[config.mk]
export PLATFORM = sky130hd
export DESIGN_NAME = psum_row_collector_flat
export DESIGN_NICKNAME = d
export VERILOG_FILES = /design/src/rtl/psum_row_pkg.sv /design/src/rtl/psum_row_collector_if.sv /design/src/rtl/psum_lane_fifo.sv /design/src/rtl/psum_row_collector.sv /design/src/flat_wrapper.sv
export SDC_FILE = /design/constraint.sdc
export NUM_CORES = 2
export LEC_CHECK = 0
export CORE_AREA = 2 2 532 534
export DETAILED_ROUTE_END_ITERATION = 8
export DIE_AREA = 0 0 534 536
export PLACE_DENSITY = 0.71
export SYNTH_ARGS = -nofsm -noshare
export SYNTH_HDL_FRONTEND = slang
export SYNTH_SLANG_ARGS = --single-unit
[constraint.sdc]
create_clock -name clock -period 8.5 [get_ports clock]
set_clock_uncertainty 0.15 [all_clocks]
set_input_delay 1.7 -clock clock [delete_from_list [all_inputs] [get_ports clock]]
set_output_delay 1.7 -clock clock [all_outputs]
set_load 0.05 [all_outputs]
[src/rtl/psum_row_pkg.sv]
// Shared types and constants for the psum row collector.
package psum_row_pkg;
  localparam int PSUM_W_DEF = 40;
  localparam int ROWS_W     = 16;

  typedef logic [PSUM_W_DEF-1:0] psum_word_t;

  typedef enum logic {
    ST_IDLE = 1'b0,
    ST_SEND = 1'b1
  } row_state_t;
endpackage

[src/rtl/psum_row_collector_if.sv]
// Row write port towards the psum interconnect.
interface psum_row_collector_if #(
  parameter int PU_ROW_LEN = 16,
  parameter int PSUM_W     = 40
);
  logic [PSUM_W-1:0]     writedata [PU_ROW_LEN];
  logic                  cs;
  logic [PU_ROW_LEN-1:0] wordenable;
  logic                  waitreq;

  modport master (output writedata, output cs, output wordenable, input waitreq);
  modport slave  (input writedata, input cs, input wordenable, output waitreq);
endinterface

[src/rtl/psum_lane_fifo.sv]
// Single-lane synchronous FIFO with flush; head is the oldest entry.
module psum_lane_fifo
  import psum_row_pkg::*;
#(
  parameter int W     = PSUM_W_DEF,
  parameter int DEPTH = 4
) (
  input  logic         clock,
  input  logic         reset,
  input  logic         flush_i,
  input  logic         push_i,
  input  logic         pop_i,
  input  logic [W-1:0] din_i,
  output logic         full_o,
  output logic         empty_o,
  output logic [W-1:0] head_o
);
  localparam int AW = $clog2(DEPTH);

  logic [W-1:0]  mem_q [DEPTH];
  logic [W-1:0]  mem_d [DEPTH];
  logic [AW-1:0] wr_q, wr_d, rd_q, rd_d;
  logic [AW:0]   cnt_q, cnt_d;
  logic          do_push, do_pop;

  assign full_o  = (cnt_q == (AW+1)'(DEPTH));
  assign empty_o = (cnt_q == '0);
  assign head_o  = mem_q[rd_q];

  always_comb begin
    do_push = push_i && !full_o;
    do_pop  = pop_i && !empty_o;
    mem_d   = mem_q;
    wr_d    = wr_q;
    rd_d    = rd_q;
    cnt_d   = cnt_q;
    if (do_push) begin
      mem_d[wr_q] = din_i;
      wr_d        = wr_q + AW'(1);
    end
    if (do_pop) rd_d = rd_q + AW'(1);
    case ({do_push, do_pop})
      2'b10:   cnt_d = cnt_q + (AW+1)'(1);
      2'b01:   cnt_d = cnt_q - (AW+1)'(1);
      default: cnt_d = cnt_q;
    endcase
    if (flush_i) begin
      wr_d  = '0;
      rd_d  = '0;
      cnt_d = '0;
    end
  end

  // Storage needs no reset: occupancy alone decides what is visible.
  always_ff @(posedge clock) begin
    mem_q <= mem_d;
  end

  always_ff @(posedge clock) begin
    if (reset) begin
      wr_q  <= '0;
      rd_q  <= '0;
      cnt_q <= '0;
    end else begin
      wr_q  <= wr_d;
      rd_q  <= rd_d;
      cnt_q <= cnt_d;
    end
  end
endmodule

[src/rtl/psum_row_collector.sv]
// Per-lane FIFOs feeding a row output register; emits a row once every enabled lane has data.
// Optional partial-row timeout enabled by defining PSUM_ROW_TIMEOUT_EN.
module psum_row_collector
  import psum_row_pkg::*;
#(
  parameter int PU_ROW_LEN     = 16,
  parameter int PSUM_W         = PSUM_W_DEF,
  parameter int FIFO_DEPTH     = 4,
  parameter int TIMEOUT_CYCLES = 256
) (
  input  logic                    clock,
  input  logic                    reset,
  input  logic                    flush_i,
  input  logic [PU_ROW_LEN-1:0]   lane_enable_i,
  input  logic [PSUM_W-1:0]       psum_data_i [PU_ROW_LEN],
  input  logic [PU_ROW_LEN-1:0]   psum_valid_i,
  output logic [PU_ROW_LEN-1:0]   psum_stall_o,
  psum_row_collector_if.master    icm,
  output logic [ROWS_W-1:0]       rows_sent_o,
  output logic                    overflow_o,
  output logic                    timeout_o
);
  logic [PU_ROW_LEN-1:0] lane_full, lane_empty, lane_push, pending, pop_mask;
  logic [PSUM_W-1:0]     lane_head [PU_ROW_LEN];
  logic                  row_ready, tmo_fire, load, xfer;

  row_state_t            state_q, state_d;
  logic [PSUM_W-1:0]     wdata_q [PU_ROW_LEN];
  logic [PSUM_W-1:0]     wdata_d [PU_ROW_LEN];
  logic [PU_ROW_LEN-1:0] wen_q, wen_d;
  logic [ROWS_W-1:0]     rows_q, rows_d;
  logic                  ovf_q, ovf_d;

  assign lane_push = psum_valid_i & lane_enable_i & ~lane_full;
  assign pending   = lane_enable_i & ~lane_empty;
  assign row_ready = (|lane_enable_i) && ((lane_enable_i & lane_empty) == '0);

  for (genvar i = 0; i < PU_ROW_LEN; i++) begin : g_lane
    psum_lane_fifo #(.W(PSUM_W), .DEPTH(FIFO_DEPTH)) u_fifo (
      .clock   (clock),
      .reset   (reset),
      .flush_i (flush_i),
      .push_i  (lane_push[i]),
      .pop_i   (pop_mask[i]),
      .din_i   (psum_data_i[i]),
      .full_o  (lane_full[i]),
      .empty_o (lane_empty[i]),
      .head_o  (lane_head[i])
    );
  end

`ifdef PSUM_ROW_TIMEOUT_EN
  localparam int CW = $clog2(TIMEOUT_CYCLES) + 1;
  logic [CW-1:0] tcnt_q, tcnt_d;
  logic          tmo_q, tmo_d, waiting;

  // Counts only while a partial row sits idle; any progress restarts it.
  always_comb begin
    waiting  = (state_q == ST_IDLE) && (|pending) && !row_ready;
    tmo_fire = waiting && (tcnt_q == CW'(TIMEOUT_CYCLES - 1));
    tcnt_d   = (waiting && !tmo_fire && !flush_i) ? tcnt_q + CW'(1) : '0;
    tmo_d    = tmo_fire && !flush_i;
  end

  always_ff @(posedge clock) begin
    if (reset) begin
      tcnt_q <= '0;
      tmo_q  <= 1'b0;
    end else begin
      tcnt_q <= tcnt_d;
      tmo_q  <= tmo_d;
    end
  end

  assign timeout_o = tmo_q;
`else
  assign tmo_fire  = 1'b0;
  assign timeout_o = 1'b0;
`endif

  always_comb begin
    state_d  = state_q;
    wdata_d  = wdata_q;
    wen_d    = wen_q;
    rows_d   = rows_q;
    ovf_d    = ovf_q | (|(psum_valid_i & lane_enable_i & lane_full));
    pop_mask = '0;
    load     = 1'b0;
    xfer     = (state_q == ST_SEND) && !icm.waitreq;
    if (xfer) rows_d = rows_q + ROWS_W'(1);
    case (state_q)
      ST_IDLE: begin
        if (row_ready) begin
          load     = 1'b1;
          pop_mask = lane_enable_i;
        end else if (tmo_fire) begin
          load     = 1'b1;
          pop_mask = pending;
        end
      end
      ST_SEND: begin
        if (xfer) begin
          if (row_ready) begin
            load     = 1'b1;
            pop_mask = lane_enable_i;
          end else begin
            state_d = ST_IDLE;
          end
        end
      end
      default: state_d = ST_IDLE;
    endcase
    if (load) begin
      state_d = ST_SEND;
      wen_d   = pop_mask;
      for (int i = 0; i < PU_ROW_LEN; i++)
        wdata_d[i] = pop_mask[i] ? lane_head[i] : '0;
    end
    // Flush abandons any pending row but keeps the statistics.
    if (flush_i) begin
      state_d  = ST_IDLE;
      wen_d    = '0;
      pop_mask = '0;
      for (int i = 0; i < PU_ROW_LEN; i++) wdata_d[i] = '0;
    end
  end

  always_ff @(posedge clock) begin
    if (reset) begin
      state_q <= ST_IDLE;
      wen_q   <= '0;
      rows_q  <= '0;
      ovf_q   <= 1'b0;
      for (int i = 0; i < PU_ROW_LEN; i++) wdata_q[i] <= '0;
    end else begin
      state_q <= state_d;
      wen_q   <= wen_d;
      rows_q  <= rows_d;
      ovf_q   <= ovf_d;
      wdata_q <= wdata_d;
    end
  end

  assign psum_stall_o   = lane_full;
  assign icm.writedata  = wdata_q;
  assign icm.cs         = (state_q == ST_SEND);
  assign icm.wordenable = wen_q;
  assign rows_sent_o    = rows_q;
  assign overflow_o     = ovf_q;
endmodule

[src/flat_wrapper.sv]
// flat-port wrapper written by rule: the top's interface ports become plain ports
module psum_row_collector_flat import psum_row_pkg::*;
#(
  parameter int PU_ROW_LEN     = 16,
  parameter int PSUM_W         = PSUM_W_DEF,
  parameter int FIFO_DEPTH     = 4,
  parameter int TIMEOUT_CYCLES = 256
)
  (clock, reset, flush_i, lane_enable_i, psum_data_i, psum_valid_i, psum_stall_o, rows_sent_o, overflow_o, timeout_o, icm_writedata, icm_cs, icm_wordenable, icm_waitreq);
  psum_row_collector_if #(.PU_ROW_LEN(PU_ROW_LEN), .PSUM_W(PSUM_W)) icm_i ();
  input  logic clock;
  input  logic reset;
  input  logic flush_i;
  input  logic [PU_ROW_LEN-1:0] lane_enable_i;
  input  logic [PSUM_W-1:0] psum_data_i[PU_ROW_LEN];
  input  logic [PU_ROW_LEN-1:0] psum_valid_i;
  output logic [PU_ROW_LEN-1:0] psum_stall_o;
  output logic [ROWS_W-1:0] rows_sent_o;
  output logic overflow_o;
  output logic timeout_o;
  output wire logic [$bits(icm_i.writedata)-1:0] icm_writedata;
  output wire logic [$bits(icm_i.cs)-1:0] icm_cs;
  output wire logic [$bits(icm_i.wordenable)-1:0] icm_wordenable;
  input wire logic [$bits(icm_i.waitreq)-1:0] icm_waitreq;
  assign icm_writedata = {>>{icm_i.writedata}};
  assign icm_cs = icm_i.cs;
  assign icm_wordenable = icm_i.wordenable;
  assign icm_i.waitreq = icm_waitreq;
  psum_row_collector #(.PU_ROW_LEN(PU_ROW_LEN), .PSUM_W(PSUM_W), .FIFO_DEPTH(FIFO_DEPTH), .TIMEOUT_CYCLES(TIMEOUT_CYCLES)) u_core (.clock(clock), .reset(reset), .flush_i(flush_i), .lane_enable_i(lane_enable_i), .psum_data_i(psum_data_i), .psum_valid_i(psum_valid_i), .psum_stall_o(psum_stall_o), .icm(icm_i), .rows_sent_o(rows_sent_o), .overflow_o(overflow_o), .timeout_o(timeout_o));
endmodule
Word-level counts from Yosys, hierarchy flattened. Cells that the tools add are included.

Flip-flop bits (word level): 3346. Input bits: 676. Output and inout port bits: 691. Logic and storage cells: 589.

Bitwise logic cells: 39. Reductions and logical operators: 119. Multiplexer cells: 138. Equal/unequal tests: 48. Order comparisons: 48. $add $sub $neg: 65.

Operators by type and width (count): 160-bit bitwise mux (16); 40-bit two-way mux (64); 40-bit binary-select mux with 2-bit select (16); 40-bit demux with 2-bit select (16); 3-bit greater-or-equal comparator, second input constant (32); 2-bit NOT with 3-bit output (32); 3-bit one-hot mux with 2 select lines (16); 2-bit by 1-bit adder with 2-bit output, second input constant (32); 16-bit AND (4); 1-bit logical AND (50); 3-bit by 1-bit adder with 3-bit output, second input constant (16); 3-bit == test, second input constant (16); 3-bit logical NOT (16); 3-bit by 1-bit less-than comparator with 1-bit output, second input constant (16); 16-bit two-way mux (3); 3-bit by 1-bit subtractor with 3-bit output, second input constant (16); 1-bit logical NOT (33); 2-bit by 1-bit == test with 1-bit output, second input constant (16); 2-bit == test, second input constant (16); 16-bit one-hot mux with 2 select lines (1); 2-bit nonzero test (16); 16-bit OR reduction (2); 16-bit by 1-bit adder with 16-bit output, second input constant (1); 16-bit logical NOT (1); other kinds (6) (10).

Longest topological paths before layout.
Word-level depth: 11. Gate-level depth with buffers: 14. Gate-level depth less buffers: 11.

By module. From an unflattened synthesis, not the netlist that was laid out.

Cell total of the unflattened synthesis: 7252. Area, all modules: 126628.9 µm².

Modules (own cells, without submodules): psum_lane_fifo at u_core.g_lane[10].u_fifo ... (cells each 263, area an instance 6218.5 µm², instances 13, sequential area each 4944.7 µm²); psum_row_collector (cells each 3044, area an instance 27111.0 µm², instances 1, sequential area each 13492.9 µm²); psum_lane_fifo at u_core.g_lane[0].u_fifo ... (cells each 263, area an instance 6226.0 µm², instances 3, sequential area each 4944.7 µm²).

Worst setup path before layout. Ideal clock, no wire load.

Path type: in2reg. Start: input port lane_enable_i[11]. End: register u_core.g_lane[12].u_fifo.cnt_q[2]. Buffers on the path: 3. Setup time: 0.070 ns. Data arrival time: 4.456 ns. Stages on the path: 14. Setup slack: 3.823 ns. Data required time: 8.280 ns. Path through: nor4b_1 -> a2111oi_2 -> and3_1 -> buf_2 -> buf_2 -> buf_2 -> nand2_1 -> nor3b_1 -> ha_1 -> inv_1 -> fa_1 -> xor2_1 -> or3_1 -> a21oi_1.

Word-level cells in the longest chain between the ends: 10. Elaborated cells on any way between the ends: 13. Classes of those cells: eq/ne (2); mux (5); bitwise (1); reduce/logical (5).

RTL lines: start, declared (RTL line flat_wrapper.sv:14) `input logic [PU_ROW_LEN-1:0] lane_enable_i;`; 16-bit AND (RTL line psum_row_collector.sv:36) `assign row_ready = (|lane_enable_i) && ((lane_enable_i & lane_empty) == '0);`; 16-bit logical NOT (RTL line psum_row_collector.sv:36); 1-bit logical AND * (RTL line psum_row_collector.sv:36); 16-bit two-way mux * (RTL line psum_row_collector.sv:93, psum_row_collector.sv:103); 16-bit two-way mux (RTL line psum_row_collector.sv:102) `if (xfer) begin`; 16-bit one-hot mux with 2 select lines * (RTL line psum_row_collector.sv:91) `case (state_q)`; 16-bit two-way mux * (RTL line psum_row_collector.sv:120) `if (flush_i) begin`; 1-bit logical AND * (RTL line psum_lane_fifo.sv:32) `do_pop = pop_i && !empty_o;`; net u_core.g_lane[12].u_fifo.do_pop (RTL line psum_lane_fifo.sv:24) `logic do_push, do_pop;`; 2-bit by 1-bit == test with 1-bit output / 2-bit == test (equally long branches) (RTL line psum_lane_fifo.sv:42) `case ({do_push, do_pop})`; 3-bit one-hot mux with 2 select lines / 2-bit nonzero test (equally long branches); end signal, assigned (RTL line psum_lane_fifo.sv:67) `cnt_q <= cnt_d;`; end, declared (RTL line psum_lane_fifo.sv:23) `logic [AW:0] cnt_q, cnt_d;`.

Mark *: on every way through the listed nets, which the timed path passes. The rest lies on a longest branch. A chain may end at the register's enable or synchronous reset.

Worst setup path in the final report.
Start: input port lane_enable_i[13]. End: register u_core.g_lane[10].u_fifo.cnt_q[2].

Word-level cells in the longest chain between the ends: 10. Elaborated cells on any way between the ends: 13. Classes of those cells: eq/ne (2); mux (5); bitwise (1); reduce/logical (5).

RTL lines (RTL line): 16-bit AND (psum_row_collector.sv:36); 16-bit logical NOT (psum_row_collector.sv:36); 1-bit logical AND * (psum_row_collector.sv:36); 16-bit two-way mux * (psum_row_collector.sv:93, psum_row_collector.sv:103); 16-bit two-way mux (psum_row_collector.sv:102); 16-bit one-hot mux with 2 select lines * (psum_row_collector.sv:91); 16-bit two-way mux * (psum_row_collector.sv:120); 1-bit logical AND * (psum_lane_fifo.sv:32); net u_core.g_lane[10].u_fifo.do_pop (psum_lane_fifo.sv:24); 2-bit by 1-bit == test with 1-bit output / 2-bit == test (equally long branches) (psum_lane_fifo.sv:42); 3-bit one-hot mux with 2 select lines / 2-bit nonzero test (equally long branches); end signal, assigned (psum_lane_fifo.sv:67); end, declared (psum_lane_fifo.sv:23).

Marked as above.

==> reports/results.txt <==
status - finished, final reports clean
Max Freq - 172 MHz
synthesized area - 125,000 um^2
vias in the first global route - 74,000
postcts setup bufs - 0
cell total after placement - 12,000
clk slew on worst S/H paths - 0.06 ns
root buffer cell - clkbuf_16
period utilisation layout - 68.2%
Post-Syn Nets - 8,111
Worst VDD drop - 0.183 mV
Worst Hold Launch - u_core.icm.writedata[1]
DIE HEIGHT - 536 um
post-layout min period - 5.80 ns
Cells after Synth - 7,338
hpwl dp - 238,000 um
Reg2Reg Depth - 12
Routed wire per std cell - 29.4 um
area of the multi-input gates - 29,500 um^2
layout cells sized above 1 - 16.0%
RSZ-0062 raised after global routing - no
Layout Cells excl Fill - 12,800
P&R area growth vs syn - 23.5%
PortBufs - 1,365
WL final - 376,000 um
row cnt - 195
Yosys top cell area share - 61.7%
final slew viol count - 0
Worst Path Arrival - 6.46 ns
Antenna Violating Nets Remaining - 0
fillcell total - 21,500
synth unique cells - 45
FF-to-FF setup slack - 4.06 ns
io pins - 1,367
Die Area - 286,000 um^2
static leakage - 47.8 nW
Final #Nets - 9,398
reg2reg start - u_core.g_lane[6].u_fifo.cnt_q[0]
Reg area - 92,700 um^2
H-tree levels - 5
largest net degree at the start of global routing - 166
ys flop type - edfxtp_1
worst hold path endpoint - u_core.icm.writedata[1]
# Max-Cap Violations - 0
initial antenna violation count - 154
number of synthesized flops with an enable pin - 2,560
setup violators final - 0
Worst-Skew Late Latency - 0.93 ns
Initial Util - 44.4%
Power Density - 221 nW/um^2
slew at the pin closest to its max-slew limit - 1.25 ns
endpoint class of the critical path - flop
gr usage total - 25.5%
CTS tree - built
clock tree buffer depth - 4
CTS Sinks - 3,346
hold crit path type - flop to flop
commonest non-fill, non-tap cell in the layout - edfxtp_1
CP required - 9.16 ns
relative slew slack - 16.9%
DRT iter0 DRCs - 7,351
Post-CTS Hold Fix Bufs - 0
startpoint types - input pin
YS warnings - 0
WHS - 0.301 ns
Routability Congestion - 0.849
post-synthesis register bit count - 3,346
Die Span X - 534 um
dominant cells by area after synthesis - edfxtp_1, dfxtp_1, mux4_2
CORE AREA - 281,000 um^2
Synth async-reset ratio - 0%
critical path type - input pin to flop
syn_area_per_cell - 17.0 um^2
post-CTS resize count - 0
RR Endpoint - u_core.g_lane[12].u_fifo.cnt_q[2]
drt via density - 5.80
TritonCTS Buffers - 344
Pre-Repair DR Iteration Count - 6
Worst Path Max Fanout - 19
first-pass GRT wire length - 531,000 um
via count of the routed design - 74,100
Hold Violations, Final - 0
Congestion Overflow GR - 0
DR DRC count - 0
TNS Setup - 0 ns
commonest non-fill, non-tap cells in the layout - edfxtp_1, clkdlybuf4s50_1, dfxtp_1
Synth area leader - edfxtp_1
post-layout util - 54.8%
Hold Crit Depth - 2
post-synthesis sequential area ratio - 74.3%
## flip-flops by register name, indices dropped and copies added, names as in the netlist
register and cells:
u_core.g_lane.u_fifo.cnt_q 48, u_core.g_lane.u_fifo.mem_q 2560, u_core.g_lane.u_fifo.rd_q 32, u_core.g_lane.u_fifo.wr_q 32
u_core.icm.cs 1, u_core.icm.wordenable 16, u_core.icm.writedata 640, u_core.overflow_o 1
u_core.rows_sent_o 16
## where the power goes
part	total, mW	internal, mW	switching [mW]
clock	15.1	8.71	6.44
combinational	1.03	0.450	0.584
sequential	17.8	17.8	0.0501
## metrics by stage
| stage | setup slack [ns] | power [mW] | cell area, um^2 |
|---|---|---|---|
| floorplan | 3.82 | 18.5 | 125000 |
| global placement | 1.21 | 19.2 | 142000 |
| detailed placement | 1.76 | 19.2 | 142000 |
| CTS | 2.72 | 34.2 | 154000 |
| global route | 2.69 | 35.0 | 154000 |
| finish | 2.70 | 34.0 | 154000 |
## per-layer routing
layer	vias up	wire, um	share of wire (%)	GRT usage [%]
li1	31500	-	-	-
met1	38200	139000	37	32.0
met2	3539	175000	47	39.6
met3	755	42800	11	8.93
met4	90	17800	4.7	11.9
met5	-	555	0.15	0
## layout make-up
class	instances	area share [%]
Sequential cell	3346	60.2
Multi-Input combinational cell	3314	19.1
Timing Repair Buffer	1522	9.77
Clock buffer	505	6.38
Tap cell	3743	3.04
Clock inverter	140	1.07
Inverter	97	0.237
Antenna cell	113	0.184
## worst max-delay path by stage
stage	from	endpoint	slack (ns)	cells after the start
after floorplan	lane_enable_i[11]	u_core.g_lane[12].u_fifo.cnt_q[2]	3.82	14
after global placement	lane_enable_i[13]	u_core.g_lane[4].u_fifo.cnt_q[2]	1.21	11
after detailed placement	lane_enable_i[13]	u_core.g_lane[10].u_fifo.cnt_q[2]	1.76	11
after CTS	lane_enable_i[13]	u_core.g_lane[10].u_fifo.cnt_q[2]	2.72	11
after global routing	lane_enable_i[13]	u_core.g_lane[4].u_fifo.cnt_q[2]	2.69	11
final	lane_enable_i[13]	u_core.g_lane[10].u_fifo.cnt_q[2]	2.70	11
## cell families (layout without fill, tap and decap cells)
logic type	Yosys count	in the layout	share of synthesized area, %
other	1	114	0.00301
AOI/OAI and AO/OA	800	800	3.35
buffers and inverters	678	2264	2.17
xor gates and xnor gates	60	60	0.422
DFF	3346	3346	74.3
and+or+nand+nor	1688	1688	6.88
adders and majority gates	97	97	1.07
muxes	668	668	11.8
## cells in the mapped netlist, drive strengths merged, types with 6 or more instances
library cell and instances:
a21oi 72, and2 82, and3 12, buf 116
clkbuf 465, dfxtp 786, edfxtp 2560, fa 16
ha 81, inv 97, mux2i 28, mux4 640
nand2 703, nand3 17, nand4 647, nor2 118
nor3 14, nor3b 10, nor4 6, nor4b 12
o21ai 681, o311ai 6, o31ai 20, or3 37
or4 22, xnor2 29, xor2 31
## worst max-delay path, stage by stage
cell and delay, ns:
clkdlybuf4s50_1 0.75, nor4_2 0.99, nand4_1 0.62, and3_4 0.48, nand2_1 0.51, nor3b_1 0.12, ha_1 0.25, fa_1 0.38
xnor2_1 0.15, or3_1 0.31, a21oi_1 0.15
(Power assumes the default switching activity.)
